===== config.mk =====
export PLATFORM = sky130hd
export DESIGN_NAME = poly_oscillator_flat
export DESIGN_NICKNAME = d
export VERILOG_FILES = /design/src/rtl/poly_oscillator_pkg.sv /design/src/rtl/poly_oscillator_if.sv /design/src/rtl/poly_oscillator_wave_shaper.sv /design/src/rtl/poly_oscillator.sv /design/src/flat_wrapper.sv
export SDC_FILE = /design/constraint.sdc
export NUM_CORES = 1
export LEC_CHECK = 0
export CAP_MARGIN = 20
export CORE_MARGIN = 2
export CORE_UTILIZATION = 55
export CTS_CLUSTER_DIAMETER = 100
export DETAILED_ROUTE_END_ITERATION = 10
export MAX_ROUTING_LAYER = met4
export PLACE_DENSITY = 0.74
export REMOVE_ABC_BUFFERS = 1
export SLEW_MARGIN = 10
export SYNTH_ARGS = -nofsm -noshare
export SYNTH_HDL_FRONTEND = slang
export SYNTH_HIERARCHICAL = 1
export SYNTH_SLANG_ARGS = --single-unit

===== constraint.sdc =====
create_clock -name Sys_clk -period 5.2 [get_ports Sys_clk]
set_clock_uncertainty 0.1 [all_clocks]
set_input_delay 0.52 -clock Sys_clk [delete_from_list [all_inputs] [get_ports Sys_clk]]
set_output_delay 0.52 -clock Sys_clk [all_outputs]
set_load 0.05 [all_outputs]

===== src/rtl/poly_oscillator_pkg.sv =====
// osc_pkg: shared types and sizing helpers for the poly_oscillator slice.
// Voice index / mix widths are derived from the voice count via vidx_w().
package osc_pkg;

    localparam int NUM_VOICES_DEF = 4;
    localparam int PHASE_W_DEF    = 32;
    localparam int OUT_W_DEF      = 16;

    function automatic int vidx_w(input int n);
        return (n > 1) ? $clog2(n) : 1;
    endfunction

    localparam int VIDX_W = vidx_w(NUM_VOICES_DEF);
    localparam int MIX_W  = OUT_W_DEF + VIDX_W;

    typedef enum logic [1:0] {
        WAVE_SAW    = 2'd0,
        WAVE_SQUARE = 2'd1,
        WAVE_TRI    = 2'd2,
        WAVE_OFF    = 2'd3
    } wave_t;

    typedef enum logic [1:0] {
        ST_IDLE  = 2'd0,
        ST_SWEEP = 2'd1,
        ST_FLUSH = 2'd2
    } osc_state_t;

endpackage


===== src/rtl/poly_oscillator_if.sv =====
// poly_oscillator_if: config inputs, sample-rate tick and sample/mix outputs of the oscillator.
// Strobe semantics: there is no back-pressure; Voice_valid/Mix_valid are single-cycle strobes and
// the sink must take Voice_out/Voice_idx/Mix_out in the cycle the matching strobe is high.
interface poly_oscillator_if
    import osc_pkg::*;
#(
    parameter int NUM_VOICES = NUM_VOICES_DEF,
    parameter int PHASE_W    = PHASE_W_DEF,
    parameter int OUT_W      = OUT_W_DEF
);
    localparam int IW = vidx_w(NUM_VOICES);
    localparam int MW = OUT_W + IW;

    logic                 Osc_ce;
    logic                 Syn_clk;
    logic                 Cfg_we;
    logic [IW-1:0]        Cfg_addr;
    logic [PHASE_W-1:0]   Cfg_freq;
    logic [1:0]           Cfg_wave;
    logic                 Cfg_sync;

    logic signed [OUT_W-1:0] Voice_out;
    logic [IW-1:0]           Voice_idx;
    logic                    Voice_valid;
    logic signed [MW-1:0]    Mix_out;
    logic                    Mix_valid;
    logic                    Busy;
    logic                    Overrun;
    osc_state_t              Dbg_state;

    modport master (
        output Osc_ce, Syn_clk, Cfg_we, Cfg_addr, Cfg_freq, Cfg_wave, Cfg_sync,
        input  Voice_out, Voice_idx, Voice_valid, Mix_out, Mix_valid, Busy, Overrun, Dbg_state
    );

    modport slave (
        input  Osc_ce, Syn_clk, Cfg_we, Cfg_addr, Cfg_freq, Cfg_wave, Cfg_sync,
        output Voice_out, Voice_idx, Voice_valid, Mix_out, Mix_valid, Busy, Overrun, Dbg_state
    );

endinterface


===== src/rtl/poly_oscillator_wave_shaper.sv =====
// osc_wave_shaper: maps the top OUT_W+1 phase bits to a signed sample, registered (1-cycle latency).
// The register only loads when i_en is high so the sample holds between sweeps and under clock-enable.
module osc_wave_shaper
    import osc_pkg::*;
#(
    parameter int OUT_W = OUT_W_DEF
) (
    input  logic                    i_clk,
    input  logic                    i_rst_n,
    input  logic                    i_en,
    input  logic [OUT_W:0]          i_phase_top,
    input  wave_t                   i_wave,
    output logic signed [OUT_W-1:0] o_sample
);
    localparam logic [OUT_W-1:0] SQ_POS = {1'b0, {(OUT_W-1){1'b1}}};
    localparam logic [OUT_W-1:0] SQ_NEG = ~SQ_POS + 1'b1;

    logic [OUT_W-1:0] w_saw;
    logic [OUT_W-1:0] w_tri_fold;
    logic [OUT_W-1:0] w_shape;

    // Inverting the MSB turns the unsigned ramp into a zero-centred signed one.
    assign w_saw      = {~i_phase_top[OUT_W], i_phase_top[OUT_W-1:1]};
    assign w_tri_fold = i_phase_top[OUT_W] ? ~i_phase_top[OUT_W-1:0] : i_phase_top[OUT_W-1:0];

    always_comb begin
        w_shape = '0;
        case (i_wave)
            WAVE_SAW:    w_shape = w_saw;
            WAVE_SQUARE: w_shape = i_phase_top[OUT_W] ? SQ_NEG : SQ_POS;
            WAVE_TRI:    w_shape = {~w_tri_fold[OUT_W-1], w_tri_fold[OUT_W-2:0]};
            default:     w_shape = '0;
        endcase
    end

    always_ff @(posedge i_clk or negedge i_rst_n) begin
        if (!i_rst_n) begin
            o_sample <= '0;
        end else if (i_en) begin
            o_sample <= w_shape;
        end
    end

endmodule


===== src/rtl/poly_oscillator.sv =====
// poly_oscillator: time-multiplexed N-voice phase-accumulator oscillator with a summed mix output.
// Define OSC_SYNC_EN to enable hard sync of voice v to the carry-out of voice v-1.
module poly_oscillator
    import osc_pkg::*;
#(
    parameter int NUM_VOICES = NUM_VOICES_DEF,
    parameter int PHASE_W    = PHASE_W_DEF,
    parameter int OUT_W      = OUT_W_DEF
) (
    input  logic             Sys_clk,
    input  logic             Osc_rst_n,
    poly_oscillator_if.slave bus
);
    localparam int IW = vidx_w(NUM_VOICES);
    localparam int MW = OUT_W + IW;
    localparam logic [IW-1:0] LAST = IW'(NUM_VOICES - 1);

    logic [PHASE_W-1:0] r_phase [NUM_VOICES];
    logic [PHASE_W-1:0] r_inc   [NUM_VOICES];
    wave_t              r_wave  [NUM_VOICES];

    logic       r_syn_meta, r_syn_sync, r_syn_prev;
    osc_state_t r_state, w_state_nxt;
    logic [IW-1:0] r_cnt, w_cnt_nxt;
    logic          r_vld;
    logic [IW-1:0] r_idx;
    logic [MW-1:0] r_acc;
    logic signed [MW-1:0] r_mix;
    logic          r_mix_valid;
    logic          r_overrun;

    logic               w_tick, w_busy, w_start, w_sweep, w_last, w_do_sync;
    logic [PHASE_W-1:0] w_sum, w_new_phase;
    logic signed [OUT_W-1:0] w_sample;
    logic [MW-1:0]      w_sample_ext;

    assign w_tick  = r_syn_sync & ~r_syn_prev;
    assign w_busy  = (r_state != ST_IDLE) | r_mix_valid;
    assign w_start = bus.Osc_ce & w_tick & ~w_busy;
    assign w_sweep = bus.Osc_ce & (r_state == ST_SWEEP);
    assign w_last  = (r_cnt == LAST);

`ifdef OSC_SYNC_EN
    logic r_sync [NUM_VOICES];
    logic r_carry;
    logic w_carry;

    assign {w_carry, w_sum} = {1'b0, r_phase[r_cnt]} + {1'b0, r_inc[r_cnt]};
    // r_carry holds the wrap of the voice processed in the previous sweep cycle.
    assign w_do_sync = r_sync[r_cnt] & r_carry & (r_cnt != '0);

    always_ff @(posedge Sys_clk or negedge Osc_rst_n) begin
        if (!Osc_rst_n) begin
            r_carry <= 1'b0;
            for (int i = 0; i < NUM_VOICES; i++) r_sync[i] <= 1'b0;
        end else begin
            if (w_sweep) r_carry <= w_carry;
            if (bus.Cfg_we) r_sync[bus.Cfg_addr] <= bus.Cfg_sync;
        end
    end
`else
    assign w_sum     = r_phase[r_cnt] + r_inc[r_cnt];
    assign w_do_sync = 1'b0;
`endif

    assign w_new_phase  = w_do_sync ? '0 : w_sum;
    assign w_sample_ext = {{IW{w_sample[OUT_W-1]}}, w_sample};

    always_ff @(posedge Sys_clk or negedge Osc_rst_n) begin
        if (!Osc_rst_n) begin
            r_syn_meta <= 1'b0;
            r_syn_sync <= 1'b0;
            r_syn_prev <= 1'b0;
        end else begin
            r_syn_meta <= bus.Syn_clk;
            r_syn_sync <= r_syn_meta;
            r_syn_prev <= r_syn_sync;
        end
    end

    // Config writes land regardless of Osc_ce; the sweep reads the pre-edge values.
    always_ff @(posedge Sys_clk or negedge Osc_rst_n) begin
        if (!Osc_rst_n) begin
            for (int i = 0; i < NUM_VOICES; i++) begin
                r_inc[i]  <= '0;
                r_wave[i] <= WAVE_SAW;
            end
        end else if (bus.Cfg_we) begin
            r_inc[bus.Cfg_addr]  <= bus.Cfg_freq;
            r_wave[bus.Cfg_addr] <= wave_t'(bus.Cfg_wave);
        end
    end

    always_ff @(posedge Sys_clk or negedge Osc_rst_n) begin
        if (!Osc_rst_n) begin
            for (int i = 0; i < NUM_VOICES; i++) r_phase[i] <= '0;
        end else if (w_sweep) begin
            r_phase[r_cnt] <= w_new_phase;
        end
    end

    always_ff @(posedge Sys_clk or negedge Osc_rst_n) begin
        if (!Osc_rst_n) begin
            r_state <= ST_IDLE;
            r_cnt   <= '0;
        end else begin
            r_state <= w_state_nxt;
            r_cnt   <= w_cnt_nxt;
        end
    end

    always_comb begin
        w_state_nxt = r_state;
        w_cnt_nxt   = r_cnt;
        if (bus.Osc_ce) begin
            case (r_state)
                ST_IDLE: begin
                    if (w_start) begin
                        w_state_nxt = ST_SWEEP;
                        w_cnt_nxt   = '0;
                    end
                end
                ST_SWEEP: begin
                    if (w_last) w_state_nxt = ST_FLUSH;
                    else        w_cnt_nxt   = r_cnt + 1'b1;
                end
                ST_FLUSH: w_state_nxt = ST_IDLE;
                default:  w_state_nxt = ST_IDLE;
            endcase
        end
    end

    osc_wave_shaper #(.OUT_W(OUT_W)) u_shaper (
        .i_clk       (Sys_clk),
        .i_rst_n     (Osc_rst_n),
        .i_en        (w_sweep),
        .i_phase_top (w_new_phase[PHASE_W-1 -: OUT_W+1]),
        .i_wave      (r_wave[r_cnt]),
        .o_sample    (w_sample)
    );

    always_ff @(posedge Sys_clk or negedge Osc_rst_n) begin
        if (!Osc_rst_n) begin
            r_vld       <= 1'b0;
            r_idx       <= '0;
            r_acc       <= '0;
            r_mix       <= '0;
            r_mix_valid <= 1'b0;
            r_overrun   <= 1'b0;
        end else if (bus.Osc_ce) begin
            r_vld       <= (r_state == ST_SWEEP);
            r_mix_valid <= r_vld && (r_idx == LAST);
            if (r_state == ST_SWEEP) r_idx <= r_cnt;
            if (w_start)      r_acc <= '0;
            else if (r_vld)   r_acc <= r_acc + w_sample_ext;
            if (r_vld && (r_idx == LAST)) r_mix <= r_acc + w_sample_ext;
            if (w_tick && w_busy) r_overrun <= 1'b1;
        end
    end

    assign bus.Voice_out   = w_sample;
    assign bus.Voice_idx   = r_idx;
    assign bus.Voice_valid = r_vld & bus.Osc_ce;
    assign bus.Mix_out     = r_mix;
    assign bus.Mix_valid   = r_mix_valid & bus.Osc_ce;
    assign bus.Busy        = w_busy;
    assign bus.Overrun     = r_overrun;
    assign bus.Dbg_state   = r_state;

endmodule

===== src/flat_wrapper.sv =====
// flat-port wrapper written by rule: the top's interface ports become plain ports
module poly_oscillator_flat import osc_pkg::*;
#(
    parameter int NUM_VOICES = NUM_VOICES_DEF,
    parameter int PHASE_W    = PHASE_W_DEF,
    parameter int OUT_W      = OUT_W_DEF
)
  (Sys_clk, Osc_rst_n, bus_Osc_ce, bus_Syn_clk, bus_Cfg_we, bus_Cfg_addr, bus_Cfg_freq, bus_Cfg_wave, bus_Cfg_sync, bus_Voice_out, bus_Voice_idx, bus_Voice_valid, bus_Mix_out, bus_Mix_valid, bus_Busy, bus_Overrun, bus_Dbg_state);
  poly_oscillator_if #(.NUM_VOICES(NUM_VOICES), .PHASE_W(PHASE_W), .OUT_W(OUT_W)) bus_i ();
  input  logic Sys_clk;
  input  logic Osc_rst_n;
  input wire logic [$bits(bus_i.Osc_ce)-1:0] bus_Osc_ce;
  input wire logic [$bits(bus_i.Syn_clk)-1:0] bus_Syn_clk;
  input wire logic [$bits(bus_i.Cfg_we)-1:0] bus_Cfg_we;
  input wire logic [$bits(bus_i.Cfg_addr)-1:0] bus_Cfg_addr;
  input wire logic [$bits(bus_i.Cfg_freq)-1:0] bus_Cfg_freq;
  input wire logic [$bits(bus_i.Cfg_wave)-1:0] bus_Cfg_wave;
  input wire logic [$bits(bus_i.Cfg_sync)-1:0] bus_Cfg_sync;
  output wire logic [$bits(bus_i.Voice_out)-1:0] bus_Voice_out;
  output wire logic [$bits(bus_i.Voice_idx)-1:0] bus_Voice_idx;
  output wire logic [$bits(bus_i.Voice_valid)-1:0] bus_Voice_valid;
  output wire logic [$bits(bus_i.Mix_out)-1:0] bus_Mix_out;
  output wire logic [$bits(bus_i.Mix_valid)-1:0] bus_Mix_valid;
  output wire logic [$bits(bus_i.Busy)-1:0] bus_Busy;
  output wire logic [$bits(bus_i.Overrun)-1:0] bus_Overrun;
  output wire logic [$bits(bus_i.Dbg_state)-1:0] bus_Dbg_state;
  assign bus_i.Osc_ce = bus_Osc_ce;
  assign bus_i.Syn_clk = bus_Syn_clk;
  assign bus_i.Cfg_we = bus_Cfg_we;
  assign bus_i.Cfg_addr = bus_Cfg_addr;
  assign bus_i.Cfg_freq = bus_Cfg_freq;
  assign bus_i.Cfg_wave = bus_Cfg_wave;
  assign bus_i.Cfg_sync = bus_Cfg_sync;
  assign bus_Voice_out = bus_i.Voice_out;
  assign bus_Voice_idx = bus_i.Voice_idx;
  assign bus_Voice_valid = bus_i.Voice_valid;
  assign bus_Mix_out = bus_i.Mix_out;
  assign bus_Mix_valid = bus_i.Mix_valid;
  assign bus_Busy = bus_i.Busy;
  assign bus_Overrun = bus_i.Overrun;
  assign bus_Dbg_state = bus_i.Dbg_state;
  poly_oscillator #(.NUM_VOICES(NUM_VOICES), .PHASE_W(PHASE_W), .OUT_W(OUT_W)) u_core (.Sys_clk(Sys_clk), .Osc_rst_n(Osc_rst_n), .bus(bus_i));
endmodule

==> results.txt, run 1 <==
- The run finished, with violations left.
* Violated checks: hold timing
* Total routing resource utilization after global routing: 24.0%
- Entering global routing, the biggest net connects 123 pins.
- Total number of clock tree sinks: 328
- The count of final hold-check violations was 3.
- Post-CTS setup buffer count: 0
- The area growth from synthesis to layout is 15.3%.
* Setup Viol. Count Final: 0
- By count the netlist is led by dfrtp_1 (328), nand2_1 (177), o21ai_0 (154), mux2_2 (153), mux4_2 (65).
- Counting flops and latches in the post-synthesis netlist gives 328.
- The HPWL after detailed placement is 23500 um.
- 0 antenna diodes ended up in the layout.
- The detailed router finished its first iteration with 652 violations.
- For the pin with the worst max-slew slack, the measured transition is 0.962 ns.
* Die Outline Area: 31900 um2
- Max-slew violation count: 0
* Final Net Count: between 1500 and 2000
- Final estimated routing congestion in global placement: 0.875
- The number of global-route vias before repair was 11600.
* Endpoint required time on the critical path: 5.49 ns
* Initial antenna violation count: 0
- From left edge to right edge, the die measures 178 um.
* Starting utilization of the core area: 56.2%
* Vias after detailed routing: approximately 11000
- The H-tree generated during clock tree synthesis spans 2 levels.
- Global-route wire length before repair: 59200 um
- Data arrives at the worst endpoint at roughly 5 ns.
- After synthesis, the share of flip-flops with an asynchronous set or reset is 100%.
- Crit path launch type: flip-flop
- After synthesis, the mean cell area works out to 11.7 um2.
* Period utilization: about nine tenths
- For this run, design rule violations remaining after detail routing come to 0.
- The worst setup path is captured at a flip-flop.
- In this run, synthesis inferred 0 flip-flops with an integrated enable.
* Buffers added on ports: 82
- Buffers inserted to repair hold after CTS numbered 0.
* Antenna-violating nets left: 0
* Yosys top cell by area: dfrtp_1
- Unrepaired setup endpoints after global routing: no
- Measured along the y axis, the die boundary spans 178 um.
* Wire length per cell: 18.3 um
* Setup total negative slack: 0 ns
- Buffers inserted during clock tree synthesis total 36.
- The min-delay analysis places its worst path in the category input pin to asynchronous set/reset pin.
- The initialized floorplan defines 63 standard-cell rows.
- Shortest period the worst path allows: 4.65 ns
- Synth unique cells: around 70
- Prior to clock tree synthesis, the placed netlist has a worst setup slack of 0.568 ns.
* Max-capacitance violation count: 0
- After synthesis, the largest area contributor takes up 49.0% of total cell area.
- Post-Synthesis Cell Area: between 15000 and 20000 um2
* Maximum frequency from static timing analysis: 0.215 GHz
- Cells fill around two thirds of the core in the end.
* Worst rel slew slack: 35.7%
* Worst hold margin: -0.00186 ns
- Fin worst setup slack: around 0.55 ns
- At the later pin of the worst-skew pair, clock insertion delay measures between 0.5 and 0.6 ns.
- Via-per-instance ratio: 5.83
- In this run the standard cell core region covers 29800 um2.
* Congestion Overflow GR: 0
- Root cell of the clock tree: clkbuf_16
* Ranking of synthesized cells by area: dfrtp_1 (49%), mux2_2 (10%), mux4_2 (8.7%), o21ai_0 (4.6%), nand2_1 (4.0%)
- The most used flip-flop cell after synthesis is dfrtp_1.
- The first detailed-routing pass took 5 iterations.
- Wirelength, routed: around 35000 um
- Of all nets on the critical path, the largest fanout is 19.
* Ratio of cells with drive above 1 in the final layout: between 20% and 30%
* Reg clk slew, reported paths: 0.06 ns
- I/O Pins: between 80 and 90
* Worst setup path category: flip-flop to flip-flop
* Sequential cell area fraction in the yosys report: just under 50%
* Cell count after synthesis: approximately 1400
- TritonCTS built the clock tree.
- Most frequent cell after synthesis: dfrtp_1
- The Yosys step of the flow raised 6 warnings.
* Post-cts resize count: 0
- The longest clock path from root to sink contains 3 buffers.
==> cell usage in the layout (no fill, tap or decap), drive strengths merged, types with 15 or more instances in the layout <==
master	count
nor2b	28
nor2	42
dfrtp	328
inv	45
xnor2	19
clkbuf	54
nand3	17
mux2	153
and3b	15
o21ai	167
ha	52
mux4	65
a21oi	68
buf	40
a21o	23
clkdlybuf4s50	81
nand2	180
xor2	23
==> routing by layer <==
| layer | wire length, um | vias up | GRT usage, % |
|---|---|---|---|
| li1 | - | 5371 | - |
| met1 | 16000 | 5624 | 32.4 |
| met2 | 17200 | 258 | 39.0 |
| met3 | 1490 | 55 | 3.22 |
| met4 | 666 | 0 | 5.86 |
| met5 | 0 | - | - |
==> critical path, cell delays in order, from the launching register on <==
cell and delay (ns):
dfrtp_4 0.70, buf_4 0.34, mux4_2 0.57, ha_1 0.39
o211ai_1 0.14, nand2_1 0.08, nand3_1 0.13, or4_1 0.52
o311ai_1 0.15, a211oi_1 0.13, buf_4 0.17, nor2_1 0.31
xor2_1 0.27, and3b_1 0.20, o21ai_0 0.17, o221ai_2 0.11
==> cell families after synthesis <==
group	count (synthesis)	share of synthesized area, %
xor gates and xnor gates	43	2.33
adders and majority gates	54	4.12
and+or+nand+nor	342	9.93
buffers and inverters	118	2.98
AOI/OAI and AO/OA	332	12.5
DFF	328	49.0
muxes	220	19.2
==> registers in the layout, summed over array words and instances, names as in the netlist <==
name	flops
u_core/bus.Dbg_state	2
u_core/bus.Mix_out	18
u_core/bus.Overrun	1
u_core/bus.Voice_idx	2
u_core/r_acc	18
u_core/r_cnt	2
u_core/r_inc	128
u_core/r_mix_valid	1
u_core/r_phase	128
u_core/r_syn_meta	1
u_core/r_syn_prev	1
u_core/r_syn_sync	1
u_core/r_vld	1
u_core/r_wave	8
u_core/u_shaper/o_sample	16
==> final cells by class <==
type	count	area (um2)
inverters	44	165
clock buffers	54	1020
clock inverters	11	190
fillers	2239	10500
repair buffers	121	1170
flip-flops and latches	328	8210
multi-input cells	991	8060
well taps	390	488
==> worst paths after layout <==
kind,startpoint,end,slack [ns],cells after the start
min reg2reg,u_core/r_syn_meta,u_core/r_syn_sync,0.25,0
min in group Sys_clk,u_core/r_syn_meta,u_core/r_syn_sync,0.25,0
max in group asynchronous,Osc_rst_n,u_core/r_inc[73],3.68,2
min,Osc_rst_n,u_core/r_acc[2],-0.002,1
max reg2reg,u_core/r_cnt[0],u_core/u_shaper/o_sample[13],0.55,15
max,u_core/r_cnt[0],u_core/u_shaper/o_sample[13],0.55,15
==> stage by stage <==
stage,hold WS (ns),std cells,cell area [um2]
CTS,0.0385,1939,19300
global placement,0.236,1874,18100
floorplan,0.124,1363,16400
finish,-0.00186,1939,19300
global route,0.0802,1939,19300
detailed placement,0.236,1874,18100
Power of run 1 is left out: the tool's default activity adds up to more than one toggle a clock period on the data nets, which glitch-free logic cannot reach.
==> run 2: changes to the inputs <==
--- a/config.mk
+++ b/config.mk
@@ -7,11 +7,11 @@
 export LEC_CHECK = 0
 export CAP_MARGIN = 20
 export CORE_MARGIN = 2
-export CORE_UTILIZATION = 55
+export CORE_UTILIZATION = 60
 export CTS_CLUSTER_DIAMETER = 100
 export DETAILED_ROUTE_END_ITERATION = 10
 export MAX_ROUTING_LAYER = met4
-export PLACE_DENSITY = 0.74
+export PLACE_DENSITY = 0.8
 export REMOVE_ABC_BUFFERS = 1
 export SLEW_MARGIN = 10
 export SYNTH_ARGS = -nofsm -noshare
==> run 2 against run 1 <==
The flow still finishes with violations (hold timing). Cell area shrank 0.27%. Register-to-register slack about the same. Core utilization up 4.9 points. Sequential share of layout area increased by 0.12 points. First-iteration DRC count rose by 16%. Clock-buffer cell count is 3 lower. Highest routed layer unchanged.
==> results.txt, run 2 (synthesis gave the netlist of run 1 again) <==
- Post-cts resize count: 0
- On the final layout, the worst hold slack is -0.0308 ns.
- For this design, the CTS-stage hold fixing added 0 buffers.
- The die is 171 um tall.
- Deepest clock path buffer count: 3
- Ant. Diodes: 0
- Ratio of cells with drive above 1 in the final layout: 23.8%
- Shortest period the worst path allows: 4.65 ns
* Final estimated routing congestion in global placement: 0.919
* Largest stage delay on the critical path: around 0.67 ns
* Element type at the critical path end: flip-flop
- During I/O placement, the number of pins put on the boundary was 84.
* Congestion Overflow GR: 0
* Half-perimeter wire length of the detailed placement result: about 23000 um
- Number of clock buffers inserted by TritonCTS: 36
* Root cell of the clock tree: clkbuf_16
* Starting utilization of the core area: between 60 and 70%
- The checks that failed: hold timing.
- The H-tree was split into 2 levels.
* Max-capacitance violation count: 0
- At the end of the flow, the number of nets in the layout was 1612.
* Reg clk slew, reported paths: 0.06 ns
- Setup total negative slack: 0 ns
- Post-CTS timing repair inserted 0 buffers for setup.
* Post-Place Setup Slack: between 0.4 and 0.5 ns
- Setup violations remaining at the end of the flow were counted as 0.
* Core area: 27600 um2
- Entering global routing, the biggest net connects 130 pins.
- Largest regs: u_core/r_inc: 128 flops, u_core/r_phase: 128 flops
* Horizontal die dimension: 171 um
- After layout, the worst path uses 89.5% of the clock period.
* Worst rel slew slack: 35.8%
* Max-slew violation count: 0
- Reg2reg start: u_core/r_cnt[0]
* Antenna-violating nets left: 0
- Slew at the pin with the worst max-slew slack: between 0.9 and 1 ns
- For this design, the slowest cell found on the critical path is dfrtp_4.
- Vias after detailed routing: 11600
- Total number of clock tree sinks: 328
- Arrival time at the worst endpoint: 4.99 ns
- Leaving out fill and tap cells, the most frequent cell in the layout is dfrtp_1.
- The later pin in the worst-skew pair is clocked with a latency of 0.53 ns.
* Area overhead of the layout relative to synthesis: 15.0%
- The worst setup path is of the flip-flop to flip-flop kind.
- Number of DRC markers after the initial detailed-route iteration: 754
- Count of TritonRoute iterations in the first routing pass: 5
- Counting tap cells, the placed design contains a total of 1854 instances.
- Reg2reg end: u_core/u_shaper/o_sample[15]
- Number of non-filler instances in the completed layout: between 1500 and 2000
* Commonest non-fill, non-tap cells in the layout: dfrtp_1 (326), nand2_1 (173), o21ai_0 (154)
- STA classifies the critical path startpoint as a flip-flop.
- Total number of placement rows: 61
* Initial antenna violation count: 0
- Endpoint required time on the critical path: 5.54 ns
- For this run, design rule violations remaining after detail routing come to 0.
- Maximum frequency from static timing analysis: 0.215 GHz
* Fin worst setup slack: 0.548 ns
- FF-to-FF path depth: 14
* Wire length per cell: 18.4 um
- Vias in the first global route: between 10000 and 15000
- Cells along the critical path: buf_12, mux4_2, ha_1, and3_1, nand2_4, nor4b_4, o211ai_2, a211o_1, nand4_1, o211a_4, inv_1, nand2b_2, a211o_1, o211ai_2
- Outcome: complete, but fails checks
- Die Outline Area: 29300 um2
* Total routing resource utilization after global routing: 25.8%
- Wires add up to 35400 um.
- Port buffering added 82 buffers.
- Global-route wire length before repair: 58600 um
- Of all nets on the critical path, the largest fanout is 16.
* Worst R2R Setup Slack: around 0.55 ns
- TritonCTS clock tree: built
- Via-per-instance ratio: 6.02
* Final Hold Viols: 12
- Unrepaired setup endpoints after global routing: no
- The min-delay analysis places its worst path in the category input pin to asynchronous set/reset pin.
[run 2: through the flow]
| step | utilization [%] | cell area [um2] |
|---|---|---|
| global placement | 65.1 | 18000 |
| floorplan | - | 16400 |
| CTS | 69.5 | 19200 |
| global route | 69.7 | 19200 |
| detailed placement | 65.1 | 18000 |
| finish | 69.7 | 19200 |
[run 2: layout make-up]
type / instances / area (um2)
clock inverter: 14 / 154
sequential: 328 / 8210
inverter: 44 / 165
multi-input combinational: 991 / 8060
fill: 2014 / 8380
clock buffer: 51 / 1070
timing repair buffer: 115 / 1120
tap: 378 / 473
[run 2: how the worst max path moves through the flow]
stage,end,depth (start not counted),from,slack [ns]
6_report,u_core/u_shaper/o_sample[15],14,u_core/r_cnt[0],0.55
5_1_grt,u_core/u_shaper/o_sample[14],14,u_core/r_cnt[0],0.20
4_1_cts,u_core/u_shaper/o_sample[14],14,u_core/r_cnt[0],0.35
3_5_place_dp,u_core/u_shaper/o_sample[11],14,u_core/r_cnt[0],0.40
3_3_place_gp,u_core/u_shaper/o_sample[14],14,u_core/r_cnt[0],0.50
2_1_floorplan,u_core/u_shaper/o_sample[15],13,u_core/r_cnt[0],-1.10
[run 2: metal layers]
metal,wire length [um],track usage [%]
met5,0,-
met4,581,5.93
met3,1670,3.45
met2,17700,42.9
met1,15500,34.2
[run 2: worst max-delay path, delay by kind of cell (launching register included)]
| kind | cells | cell delay [ns] |
|---|---|---|
| adders and majority gates | 1 | 0.38 |
| DFF | 1 | 0.67 |
| and+or+nand+nor | 5 | 1.33 |
| muxes | 1 | 0.53 |
| buffers and inverters | 2 | 0.30 |
| AOI/OAI and AO/OA | 5 | 1.24 |
Power of run 2 is left out for the same reason.
==> run 3: changes to the inputs <==
--- a/config.mk
+++ b/config.mk
@@ -13,6 +13,7 @@
 export MAX_ROUTING_LAYER = met4
 export PLACE_DENSITY = 0.8
 export REMOVE_ABC_BUFFERS = 1
+export SETUP_SLACK_MARGIN = 0.05
 export SLEW_MARGIN = 10
 export SYNTH_ARGS = -nofsm -noshare
 export SYNTH_HDL_FRONTEND = slang
==> results of run 3 <==
No change in the layout: final DEF, timing and power equal those of run 2.
Power of run 3 is left out for the same reason.
